$ cat src/rtl/branch_resolver.sv
// rtl/branch_resolver.sv - EX-stage resolver for fetch-side 2-bit branch predictions
//
// Holds an in-order queue of predictions captured at fetch and compares each
// against the outcome computed in EX. It trains the predictor through
// history/hist_valid. On a mispredict it issues a redirect and a timed flush.
//
// Optional feature: define BRES_STATS_EN to add the stat_br/stat_mis counters.
//
// Ports:
//   clk, rst          rising-edge clock, synchronous active-high reset
//   if_fire/if_branch fetch accepted an instruction / it is a conditional branch
//   if_taken[1:0]     predictor state, predicted taken = if_taken[1]
//   if_pc[31:0]       branch PC captured with the prediction
//   ex_valid/ex_branch EX holds a valid instruction / it is a conditional branch
//   ex_pc[31:0]       PC of the EX instruction
//   ex_cond           actual outcome (1 = taken)
//   ex_target[31:0]   computed taken target
//   history           last resolved outcome, held between resolutions
//   hist_valid        one-cycle pulse when history is updated
//   redirect          one-cycle pulse on mispredict
//   redirect_pc[31:0] corrected fetch PC, held after the redirect
//   flush             squash younger instructions
//   q_full            prediction queue full, fetch must stall branches
//   q_err             sticky protocol error
//   stat_br/stat_mis  resolution / mispredict counters (BRES_STATS_EN only)
module branch_resolver #(
    parameter int DEPTH     = 4,
    parameter int FLUSH_LEN = 2
) (
    input  logic        clk,
    input  logic        rst,
    input  logic        if_fire,
    input  logic        if_branch,
    input  logic [1:0]  if_taken,
    input  logic [31:0] if_pc,
    input  logic        ex_valid,
    input  logic        ex_branch,
    input  logic [31:0] ex_pc,
    input  logic        ex_cond,
    input  logic [31:0] ex_target,
    output logic        history,
    output logic        hist_valid,
    output logic        redirect,
    output logic [31:0] redirect_pc,
    output logic        flush,
    output logic        q_full,
    output logic        q_err
`ifdef BRES_STATS_EN
    ,
    output logic [31:0] stat_br,
    output logic [31:0] stat_mis
`endif
);

    localparam int PW = $clog2(DEPTH);
    localparam int CW = $clog2(DEPTH + 1);
    localparam int FW = (FLUSH_LEN > 1) ? $clog2(FLUSH_LEN) : 1;

    typedef enum logic {ST_RUN, ST_FLUSH} state_t;

    state_t        state, state_next;
    logic [FW-1:0] fcnt, fcnt_next;

    logic [31:0]   pc_mem   [DEPTH];
    logic          pred_mem [DEPTH];
    logic [PW-1:0] rd_ptr, wr_ptr;
    logic [CW-1:0] count;

    logic run, push_req, pop_req, q_empty, pop_ok, push_ok, push_drop;
    logic head_pred, pc_mismatch, mispredict, set_err;

    // Only the taken/not-taken half of the predictor state matters here.
    logic unused_taken_lsb;
    assign unused_taken_lsb = if_taken[0];

    assign run      = (state == ST_RUN);
    assign q_empty  = (count == '0);
    assign q_full   = (count == CW'(DEPTH));
    assign flush    = (state == ST_FLUSH);

    assign push_req = run && if_fire && if_branch;
    assign pop_req  = run && ex_valid && ex_branch;
    assign pop_ok   = pop_req && !q_empty;
    // A pop in the same cycle frees the slot, so a push while full still fits.
    assign push_ok   = push_req && (!q_full || pop_ok);
    assign push_drop = push_req && q_full && !pop_ok;

    // An EX branch with nothing queued resolves as predicted not-taken.
    assign head_pred   = pop_ok ? pred_mem[rd_ptr] : 1'b0;
    assign pc_mismatch = pop_ok && (pc_mem[rd_ptr] != ex_pc);
    assign mispredict  = pop_req && (head_pred ^ ex_cond);
    assign set_err     = push_drop || (pop_req && q_empty) || pc_mismatch;

    always_comb begin
        state_next = state;
        fcnt_next  = fcnt;
        case (state)
            ST_RUN: begin
                if (mispredict) begin
                    state_next = ST_FLUSH;
                    fcnt_next  = FW'(FLUSH_LEN - 1);
                end
            end
            ST_FLUSH: begin
                if (fcnt == '0) begin
                    state_next = ST_RUN;
                end else begin
                    fcnt_next = fcnt - FW'(1);
                end
            end
            default: state_next = ST_RUN;
        endcase
    end

    always_ff @(posedge clk) begin
        if (rst) begin
            state <= ST_RUN;
            fcnt  <= '0;
        end else begin
            state <= state_next;
            fcnt  <= fcnt_next;
        end
    end

    always_ff @(posedge clk) begin
        if (push_ok) begin
            pc_mem[wr_ptr]   <= if_pc;
            pred_mem[wr_ptr] <= if_taken[1];
        end
    end

    // A mispredict empties the queue: every queued entry is younger and squashed.
    always_ff @(posedge clk) begin
        if (rst || mispredict) begin
            rd_ptr <= '0;
            wr_ptr <= '0;
            count  <= '0;
        end else begin
            if (push_ok) wr_ptr <= wr_ptr + PW'(1);
            if (pop_ok)  rd_ptr <= rd_ptr + PW'(1);
            if (push_ok && !pop_ok)      count <= count + CW'(1);
            else if (pop_ok && !push_ok) count <= count - CW'(1);
        end
    end

    always_ff @(posedge clk) begin
        if (rst) begin
            history     <= 1'b0;
            hist_valid  <= 1'b0;
            redirect    <= 1'b0;
            redirect_pc <= '0;
            q_err       <= 1'b0;
        end else begin
            hist_valid <= pop_req;
            redirect   <= mispredict;
            if (pop_req)    history     <= ex_cond;
            if (mispredict) redirect_pc <= ex_cond ? ex_target : ex_pc + 32'd4;
            if (set_err)    q_err       <= 1'b1;
        end
    end

`ifdef BRES_STATS_EN
    // Counters step on the same edge that raises hist_valid/redirect.
    always_ff @(posedge clk) begin
        if (rst) begin
            stat_br  <= '0;
            stat_mis <= '0;
        end else begin
            if (pop_req)    stat_br  <= stat_br + 32'd1;
            if (mispredict) stat_mis <= stat_mis + 32'd1;
        end
    end
`endif

endmodule

$ cat config.mk
export PLATFORM = sky130hd
export DESIGN_NAME = branch_resolver
export DESIGN_NICKNAME = d
export VERILOG_FILES = /design/src/rtl/branch_resolver.sv
export SDC_FILE = /design/constraint.sdc
export NUM_CORES = 1
export LEC_CHECK = 0
export CAP_MARGIN = 20
export CORE_MARGIN = 4
export CORE_UTILIZATION = 50
export DETAILED_ROUTE_END_ITERATION = 10
export PLACE_DENSITY = 0.89
export SLEW_MARGIN = 20
export SYNTH_ARGS = -nofsm -noshare
export SYNTH_HDL_FRONTEND = slang
export SYNTH_SLANG_ARGS = --single-unit
$ cat constraint.sdc
create_clock -name clk -period 2.6 [get_ports clk]
set_input_delay 0.39 -clock clk [delete_from_list [all_inputs] [get_ports clk]]
set_output_delay 0.39 -clock clk [all_outputs]
set_load 0.01 [all_outputs]
==> flow_metrics.tcl, run 1 <==
set metrics [dict create \
    status "finished clean" \
    routed_wirelength_um 20000 \
    final_cell_count_no_fill 985 \
    final_core_util_pct 68.5 \
    drv_slew 0 \
    wl_per_cell_um 20.3 \
    die_h_um 134 \
    finalCriticalPeriod_ns 2.31 \
    diodes 0 \
    vias_per_cell 5.66 \
    ys_seq_area_share_pct 62.3 \
    place_congestion 0.892 \
    p_switching_mw 1.82 \
    grt_pass1_wl_um 31300 \
    ys.flop_type "edfxtp_1" \
    drc 0 \
    cts_made_buffers 17 \
    portBuffers 141 \
    syn_inst 580 \
    max-clock-path-buffers 2 \
    p_seq_share_pct 47.1 \
    fin_crit_sh_pct 88.7 \
    cp.arrival_ns 2.59 \
    yosys_warnings 0 \
    synth_edf_count 132 \
    antenna_found_initial 0 \
    cts_tree "built" \
    die_w_um 134 \
    slowest_stage "mux4_2" \
    grt_max_degree 38 \
    cp.depth 6 \
    maxCapViolCount 0 \
    drt-initial-drc-count 486 \
    intPower_mw 5.19 \
    setup_viol 0 \
    ctsHoldBuffers 0 \
    leakagePower_nw 3.47 \
    insertion_delay_ns 0.43 \
    crit_end "q_err" \
    pwr-share-clk_pct 36.3 \
    rows 45 \
    comb_power_share_pct 16.6 \
    slew_headroom_pct 60.5 \
    ys_types 50 \
    dp_cells 953 \
    dp_hpwl_um 14400 \
    ant_nets 0 \
    start_util_pct 51.4 \
    rrSetupSlack_ns 0.29 \
    layout_setup_ws_ns 0.294 \
    max_freq_mhz 434 \
    num_vias 5576 \
    numClockSinks 179 \
    worstSetupPathType "reg2reg" \
    track_usage_pct 23.1 \
    layout.nets 873 \
    setup.worst_path.start_class "flop" \
    crit_family "simple AND/OR/NAND/NOR gates" \
    die_area_mm2 0.0178 \
    synth_seq_cells 179 \
    gr-total-overflow 0 \
    first_pass_iters 5 \
    grt_pass1_vias 5661 \
    p_per_area_mw_per_mm2 668 \
    rsz0062_at_grt "no" \
    synthToLayoutAreaGrowth_pct 33.1 \
    cts-root-buf "clkbuf_16" \
    pre_cts_slack_ns -0.0222 \
    ir_drop_mv 0.468 \
    worst_slew_pin_slew_ns 0.578 \
    cts_max_level 4 \
    worst_path_largest_cell_delay_ns 0.55 \
    clock_skew_ns 0.00949 \
    synth_fp_nets 692 \
    cp.buffers_inverters 0 \
    hold_viol_final 0 \
    path_cells "mux4_2, xnor2_1, nand4_1, or4_1, nor3_1, a31oi_1" \
    layout-drive-gt1-share_pct 16.1 \
    reg2regPathDepth 6 \
    end_kind "flop" \
    syn_area_mm2 0.00788 \
    avgSynthCellArea_um2 13.6 \
    io_pins 143 \
    r2r-end "q_err" \
    cp_data_required_time_ns 2.88 \
    crit_path_max_fanout 11 \
    fp.coreArea_mm2 0.0153 \
    netSwitchingFraction_pct 25.9 \
    hp-class "reg2reg" \
    ys_async_sr_fraction_pct 0 \
    clk_pin_slew_ns 0.07 \
]
-- how the worst min path moves through the flow --
stage                         start               to  slack [ns]  cells past startpoint
finish              redirect_pc[21]  redirect_pc[21]        0.45                      2
global route         redirect_pc[4]   redirect_pc[4]        0.48                      2
CTS                 redirect_pc[21]  redirect_pc[21]        0.46                      2
detailed placement  redirect_pc[21]  redirect_pc[21]        0.45                      2
global placement    redirect_pc[28]  redirect_pc[28]        0.44                      2
floorplan                      fcnt            flush        0.44                      2
-- per-layer routing --
metal | share of wire (%) | global-route usage, % | routed length [µm] | up-vias
met5 | 0 | 0 | 0 | -
met4 | 3.4 | 10.4 | 688 | 0
met3 | 7.7 | 6.57 | 1540 | 49
met2 | 49 | 37.8 | 9890 | 270
met1 | 40 | 28.7 | 7920 | 2707
li1 | - | - | - | 2550
-- layout by cell type, fill, tap and decap left out, drive strengths merged, types with 21 or more instances in the layout --
| cell | n |
|---|---|
| clkdlybuf4s50 | 141 |
| edfxtp | 132 |
| nand2 | 56 |
| buf | 51 |
| dfxtp | 47 |
| xnor2 | 42 |
| a21oi | 30 |
| mux4 | 29 |
| nor2 | 28 |
| xor2 | 22 |
| o211ai | 21 |
-- per-stage QoR --
| step | setup TNS (ns) | total power, mW | hold slack, ns | area [µm²] |
|---|---|---|---|---|
| 4_1_cts | 0 | 7.05 | 0.457 | 10500 |
| 5_1_grt | 0 | 7.28 | 0.476 | 10500 |
| 6_report | 0 | 7.00 | 0.453 | 10500 |
| 2_1_floorplan | 0 | 3.96 | 0.437 | 7880 |
| 3_3_place_gp | -0.0568 | 4.45 | 0.438 | 9890 |
| 3_5_place_dp | -0.0269 | 4.51 | 0.446 | 9890 |
-- power groups by stage --
stage                     clock network [mW]  logic (mW)  registers (mW)
after global routing                    2.72        1.25            3.31
final                                   2.55        1.16            3.30
after global placement                     0        1.11            3.34
after detailed placement                   0        1.15            3.36
after CTS                               2.59        1.16            3.30
after floorplan                            0       0.615            3.34
-- synth_stat cells, drive strengths merged, types with 6 or more instances --
library cell | count | share of area, %
edfxtp | 132 | 50
nand2 | 56 | 2.7
dfxtp | 47 | 12
xnor2 | 42 | 4.7
a21oi | 30 | 2.0
mux4 | 29 | 8.3
nor2 | 28 | 1.3
xor2 | 22 | 2.4
o211ai | 21 | 2.0
clkbuf | 19 | 0.91
nand3 | 17 | 1.4
nand2b | 13 | 1.0
nor3 | 12 | 0.76
buf | 11 | 0.70
nor4 | 11 | 0.87
mux2i | 10 | 1.3
nand4 | 10 | 0.79
inv | 9 | 0.43
a211oi | 8 | 0.76
o21ai | 7 | 0.44
and3 | 6 | 0.49
ha | 6 | 0.95
-- registers in the layout, summed over array words and instances (netlist names), named ones only --
register     count
pc_mem         128
redirect_pc     32
pred_mem         4
count            3
rd_ptr           2
wr_ptr           2
fcnt             1
flush            1
hist_valid       1
history          1
q_err            1
redirect         1
-- logic make-up after synthesis --
group | count (synthesis) | synth area share, %
buf+inv | 40 | 2.08
compound gates | 79 | 6.51
flops | 179 | 62.3
mux | 41 | 9.85
fa+ha+maj | 7 | 1.21
simple gates | 170 | 11.0
xor+xnor | 64 | 7.11
-- worst register-to-register path, cell delays in order (launching register included) --
cell and delay [ns]:
dfxtp_4 0.51, mux4_2 0.56, xnor2_1 0.19, nand4_1 0.18, or4_1 0.46, nor3_1 0.17
a31oi_1 0.10
-- area by class of cell --
type	count	area [µm²]
inverters	10	37.5
fillers	1061	4830
clock inverters	15	165
multi-input cells	361	2810
flip-flops and latches	179	4910
clock buffers	17	425
repair buffers	192	1870
well taps	211	264
-- what timing repair did --
action / CTS / global route
setup endpoints to repair: 0 / 1
setup buffers: 0 / 0
resized for setup: 0 / 2
Note: power is estimated with default switching activity, not from simulation.
==> run 2: changes to the inputs <==
--- a/config.mk
+++ b/config.mk
@@ -6,10 +6,11 @@
 export NUM_CORES = 1
 export LEC_CHECK = 0
 export CAP_MARGIN = 20
-export CORE_MARGIN = 4
+export CORE_MARGIN = 1.5
 export CORE_UTILIZATION = 50
 export DETAILED_ROUTE_END_ITERATION = 10
-export PLACE_DENSITY = 0.89
+export MAX_ROUTING_LAYER = met4
+export PLACE_DENSITY = 0.79
 export SLEW_MARGIN = 20
 export SYNTH_ARGS = -nofsm -noshare
 export SYNTH_HDL_FRONTEND = slang
==> run 2 against run 1 <==
  * Utilization is 0.12 points higher
  * First-iteration DRC count shrank 27%
  * Non-clock buffer count down 5
  * Via count down 2.9%
  * Sequential cell count did not move
  * Maximum frequency shrank 3.6%
  * Routed wire length decreased by 4.8%
  * Clock skew barely moved
==> flow_metrics.tcl, run 2 (synthesis results as in run 1) <==
set metrics [dict create \
    status "finished clean" \
    max-clock-path-buffers 2 \
    placed_area_mm2 0.00987 \
    worstSetupPathType "reg2reg" \
    layout-drive-gt1-share_pct 15.7 \
    hp-class "reg2reg" \
    rows 45 \
    r2r-end "q_err" \
    num_vias 5413 \
    crit_end "q_err" \
    die_area_mm2 0.0165 \
    crit_family "simple AND/OR/NAND/NOR gates" \
    maxCapViolCount 0 \
    cp.buffers_inverters 0 \
    reg_top3 "pc_mem (128), redirect_pc (32), pred_mem (4)" \
    insertion_delay_ns 0.44 \
    cp_data_required_time_ns 2.90 \
    setup.worst_path.start_class "flop" \
    drt-initial-drc-count 356 \
    routed_wirelength_um 19100 \
    synthToLayoutAreaGrowth_pct 33.3 \
    rsz0062_at_grt "no" \
    layout_commonest_cell "clkdlybuf4s50_1" \
    slew_headroom_pct 58.1 \
    cts_tree "built" \
    clk_pin_slew_ns 0.07 \
    grt_pass1_wl_um 29600 \
    track_usage_pct 25.1 \
    layout.nets 868 \
    worst_path_largest_cell_delay_ns 0.59 \
    post_cts_buffers 0 \
    end_kind "flop" \
    cp.depth 6 \
    dp_hpwl_um 13400 \
    drv_slew 0 \
    die_w_um 129 \
    drc 0 \
    grt_max_degree 38 \
    first_pass_iters 5 \
    largest_reg_flops 128 \
    final.setup.tns_ns 0 \
    worst_slew_pin_slew_ns 0.613 \
    cts-root-buf "clkbuf_16" \
    diodes 0 \
    cp.arrival_ns 2.69 \
    cts_max_level 4 \
    regArea_mm2 0.00491 \
    nFillCells 1074 \
    finalCriticalPeriod_ns 2.39 \
    rrSetupSlack_ns 0.21 \
    fp.coreArea_mm2 0.0153 \
    hold_viol_final 0 \
    grt_pass1_vias 5497 \
    path_cells "mux4_2, xnor2_1, nand4_1, or4_1, nor3_1, a31oi_1" \
    largest_register "pc_mem" \
    final_cell_mix "clkdlybuf4s50_1 (141), edfxtp_1 (132), nand2_1 (56)" \
    p_per_area_mw_per_mm2 685 \
    fin_crit_sh_pct 92.0 \
    max_freq_mhz 418 \
    io_pins 143 \
    die_h_um 129 \
    gr-total-overflow 0 \
    final_area_mm2 0.0105 \
    vias_per_cell 5.52 \
    wl_per_cell_um 19.5 \
    start_util_pct 51.4 \
    setup_viol 0 \
    slowest_stage "dfxtp_2" \
    hold_path_startpoint "redirect_pc[24]" \
    multi_input_area_mm2 0.00281 \
    crit_path_max_fanout 11 \
    place_congestion 0.979 \
    leakagePower_nw 3.48 \
    ant_nets 0 \
    reg2regPathDepth 6 \
    cts_made_buffers 17 \
    antenna_found_initial 0 \
    portBuffers 141 \
    clock_skew_ns 0.00922 \
    numClockSinks 179 \
    ir_drop_mv 0.462 \
]
## run 2: cell count changes in the layout (fill, tap and decap cells not counted), sizes merged
cell / before / now
bufinv: 1 / 3
clkinv: 5 / 4
clkinvlp: 2 / 1
buf: 51 / 46
## run 2: worst min path at each step
stage	end	cells past startpoint
CTS	redirect_pc[31]	2
global route	redirect_pc[4]	2
global placement	redirect_pc[24]	2
floorplan	flush	2
finish	redirect_pc[24]	2
detailed placement	redirect_pc[31]	2
## run 2: per-stage QoR
stage	power [mW]	instances	hold slack, ns	setup WS (ns)	utilization [%]
3_5_place_dp	4.50	948	0.449	0.0245	64.4
4_1_cts	7.24	980	0.459	0.154	68.6
3_3_place_gp	4.46	948	0.441	0.0664	64.4
6_report	7.19	980	0.456	0.207	68.6
5_1_grt	7.47	980	0.476	0.0267	68.6
2_1_floorplan	3.96	580	0.437	0.235	-
## run 2: final cells by class
type                       count  share of cell area [%]
clock inverter                15                    2.01
multi-input combinational    361                    26.8
timing repair buffer         187                    17.6
tap                          211                    2.51
inverter                      10                   0.357
clock buffer                  17                    4.05
sequential                   179                    46.7
## run 2: worst reg2reg max path: stages, from the launching register on
cell and delay, ns:
dfxtp_2 0.59, mux4_2 0.59, xnor2_1 0.21, nand4_1 0.17
or4_1 0.44, nor3_1 0.15, a31oi_1 0.10
## run 2: metal layers
metal,up-vias,global-route usage (%),part of all wire [%]
met5,-,-,0
met4,0,11.4,3.2
met3,41,5.61,6.9
met2,229,40.6,49
met1,2609,30.4,41
li1,2534,-,-
## run 2: power by group
group          internal, mW  leakage (nW)  switching [mW]
clock network          1.56         0.309            1.19
logic                 0.608          1.59           0.545
registers              3.21          1.58          0.0795
## run 2: timing repair
item                       CTS  global route
hold buffers                 0             0
setup endpoints to repair    0             1
resized for setup            0             1
==> run 3: changes to the inputs <==
--- a/config.mk
+++ b/config.mk
@@ -7,10 +7,11 @@
 export LEC_CHECK = 0
 export CAP_MARGIN = 20
 export CORE_MARGIN = 1.5
-export CORE_UTILIZATION = 50
+export CORE_UTILIZATION = 53
+export CTS_CLUSTER_SIZE = 16
 export DETAILED_ROUTE_END_ITERATION = 10
 export MAX_ROUTING_LAYER = met4
-export PLACE_DENSITY = 0.79
+export PLACE_DENSITY = 0.83
 export SLEW_MARGIN = 20
 export SYNTH_ARGS = -nofsm -noshare
 export SYNTH_HDL_FRONTEND = slang
==> run 3 against run 2 <==
  * Routed wire length fell by 2.8%
  * Final cell count fell by 2.4%
  * Clock power fell by 7%
  * Die area fell by 5.5%
  * Register-to-register slack improved by 0.05 ns
  * Total power fell by 2.8%
  * Setup slack improved by 0.052 ns
  * Maximum frequency rose by 2.2%
  * Highest routed layer unchanged
==> flow_metrics.tcl, run 3 (synthesis results as in run 1) <==
set metrics [dict create \
    wl_met3_um 1190 \
    whs_ns 0.450 \
    cts_resized 0 \
    maxCapViolCount 0 \
    fin_crit_sh_pct 90.0 \
    synthToLayoutAreaGrowth_pct 32.4 \
    hp-class "reg2reg" \
    final_core_util_pct 71.8 \
    dp_cells 924 \
    start_util_pct 54.2 \
    die_area_mm2 0.0156 \
    slew_headroom_pct 58.6 \
    max_freq_mhz 427 \
    rows 44 \
    cts_tree "built" \
    numClockSinks 179 \
    cts-root-buf "clkbuf_16" \
    hold_viol_final 0 \
    drc 0 \
    layout-drive-gt1-share_pct 15.9 \
    max-clock-path-buffers 2 \
    layout.nets 871 \
    grt_pass1_vias 5466 \
    rsz0062_at_grt "no" \
    place_congestion 0.917 \
    worstSetupPathType "reg2reg" \
    totalPowerFinal_mw 6.99 \
    num_vias 5476 \
    ant_nets 0 \
    post_cts_buffers 0 \
    gr-total-overflow 0 \
    final_cell_count_no_fill 956 \
    cts_made_buffers 17 \
    cp.arrival_ns 2.63 \
    final_cell_mix "clkdlybuf4s50_1 (141), edfxtp_1 (132), nand2_1 (56)" \
    cts_max_level 4 \
    setup.worst_path.start_class "flop" \
    die_w_um 125 \
    grt_pass1_wl_um 29100 \
    wl_per_cell_um 19.4 \
    met2WireLength_um 9370 \
    largest_register "pc_mem" \
    final_area_mm2 0.0104 \
    worst_slew_pin_slew_ns 0.619 \
    io_pins 143 \
    routed_wirelength_um 18600 \
    crit_path_max_fanout 28 \
    setup_viol 0 \
    dp_hpwl_um 13600 \
    end_kind "flop" \
    finalCriticalPeriod_ns 2.34 \
    insertion_delay_ns 0.44 \
    antenna_found_initial 0 \
    nFillCells 993 \
    cp_data_required_time_ns 2.89 \
    diodes 0 \
    largest_reg_flops 128 \
    grt_max_degree 38 \
    ir_drop_mv 0.602 \
    p_per_area_mw_per_mm2 671 \
    status "finished clean" \
    final.setup.tns_ns 0 \
    ctsHoldBuffers 0 \
    placed_area_mm2 0.00983 \
    die_h_um 125 \
    clock_skew_ns 0.0102 \
    layout_commonest_cell "clkdlybuf4s50_1" \
    fp.coreArea_mm2 0.0145 \
    drt-initial-drc-count 398 \
    layout_setup_ws_ns 0.259 \
    first_pass_iters 5 \
    reg_top3 "pc_mem (128), redirect_pc (32), pred_mem (4)" \
    clk_pin_slew_ns 0.07 \
    track_usage_pct 25.2 \
    vias_per_cell 5.73 \
    routed.top_layer "met4" \
    pre_cts_slack_ns 0.00220 \
    drv_slew 0 \
    leakagePower_nw 3.47 \
    met1_length_um 7460 \
    portBuffers 141 \
    hold_path_startpoint "redirect_pc[24]" \
]
-- run 3: path summary, 6_finish.rpt --
path                            depth (start not counted)  slack [ns]               to
worst min-delay path                                    2        0.45  redirect_pc[24]
worst max register to register                          6        0.26            q_err
worst min register to register                          2        0.45  redirect_pc[24]
worst max-delay path                                    6        0.26            q_err
-- run 3: critical path, cell delays in order (launching register included) --
cell and delay (ns):
dfxtp_2 0.50, buf_12 0.27, mux4_2 0.57, xnor2_1 0.21
nand4_1 0.15, nor4_1 0.35, a31oi_1 0.13
-- run 3: power breakdown --
part           leakage [nW]  total (mW)  switching, mW  internal (mW)
Combinational          1.60        1.15          0.546          0.605
Sequential             1.58        3.29         0.0787           3.21
Clock                 0.290        2.55           1.11           1.45
Total                  3.47        6.99           1.73           5.26
-- run 3: metal layers --
layer / global-route usage (%) / up-vias
met5: - / -
met4: 11.2 / 0
met3: 4.68 / 41
met2: 41.5 / 239
met1: 30.4 / 2657
li1: - / 2539
-- run 3: layout make-up --
type,count,area [µm²],area share (%)
clock buffers,17,425,4.08
flip-flops and latches,179,4910,47.0
repair buffers,190,1840,17.7
inverters,10,37.5,0.360
well taps,184,230,2.21
multi-input cells,361,2820,27.0
clock inverters,15,173,1.66
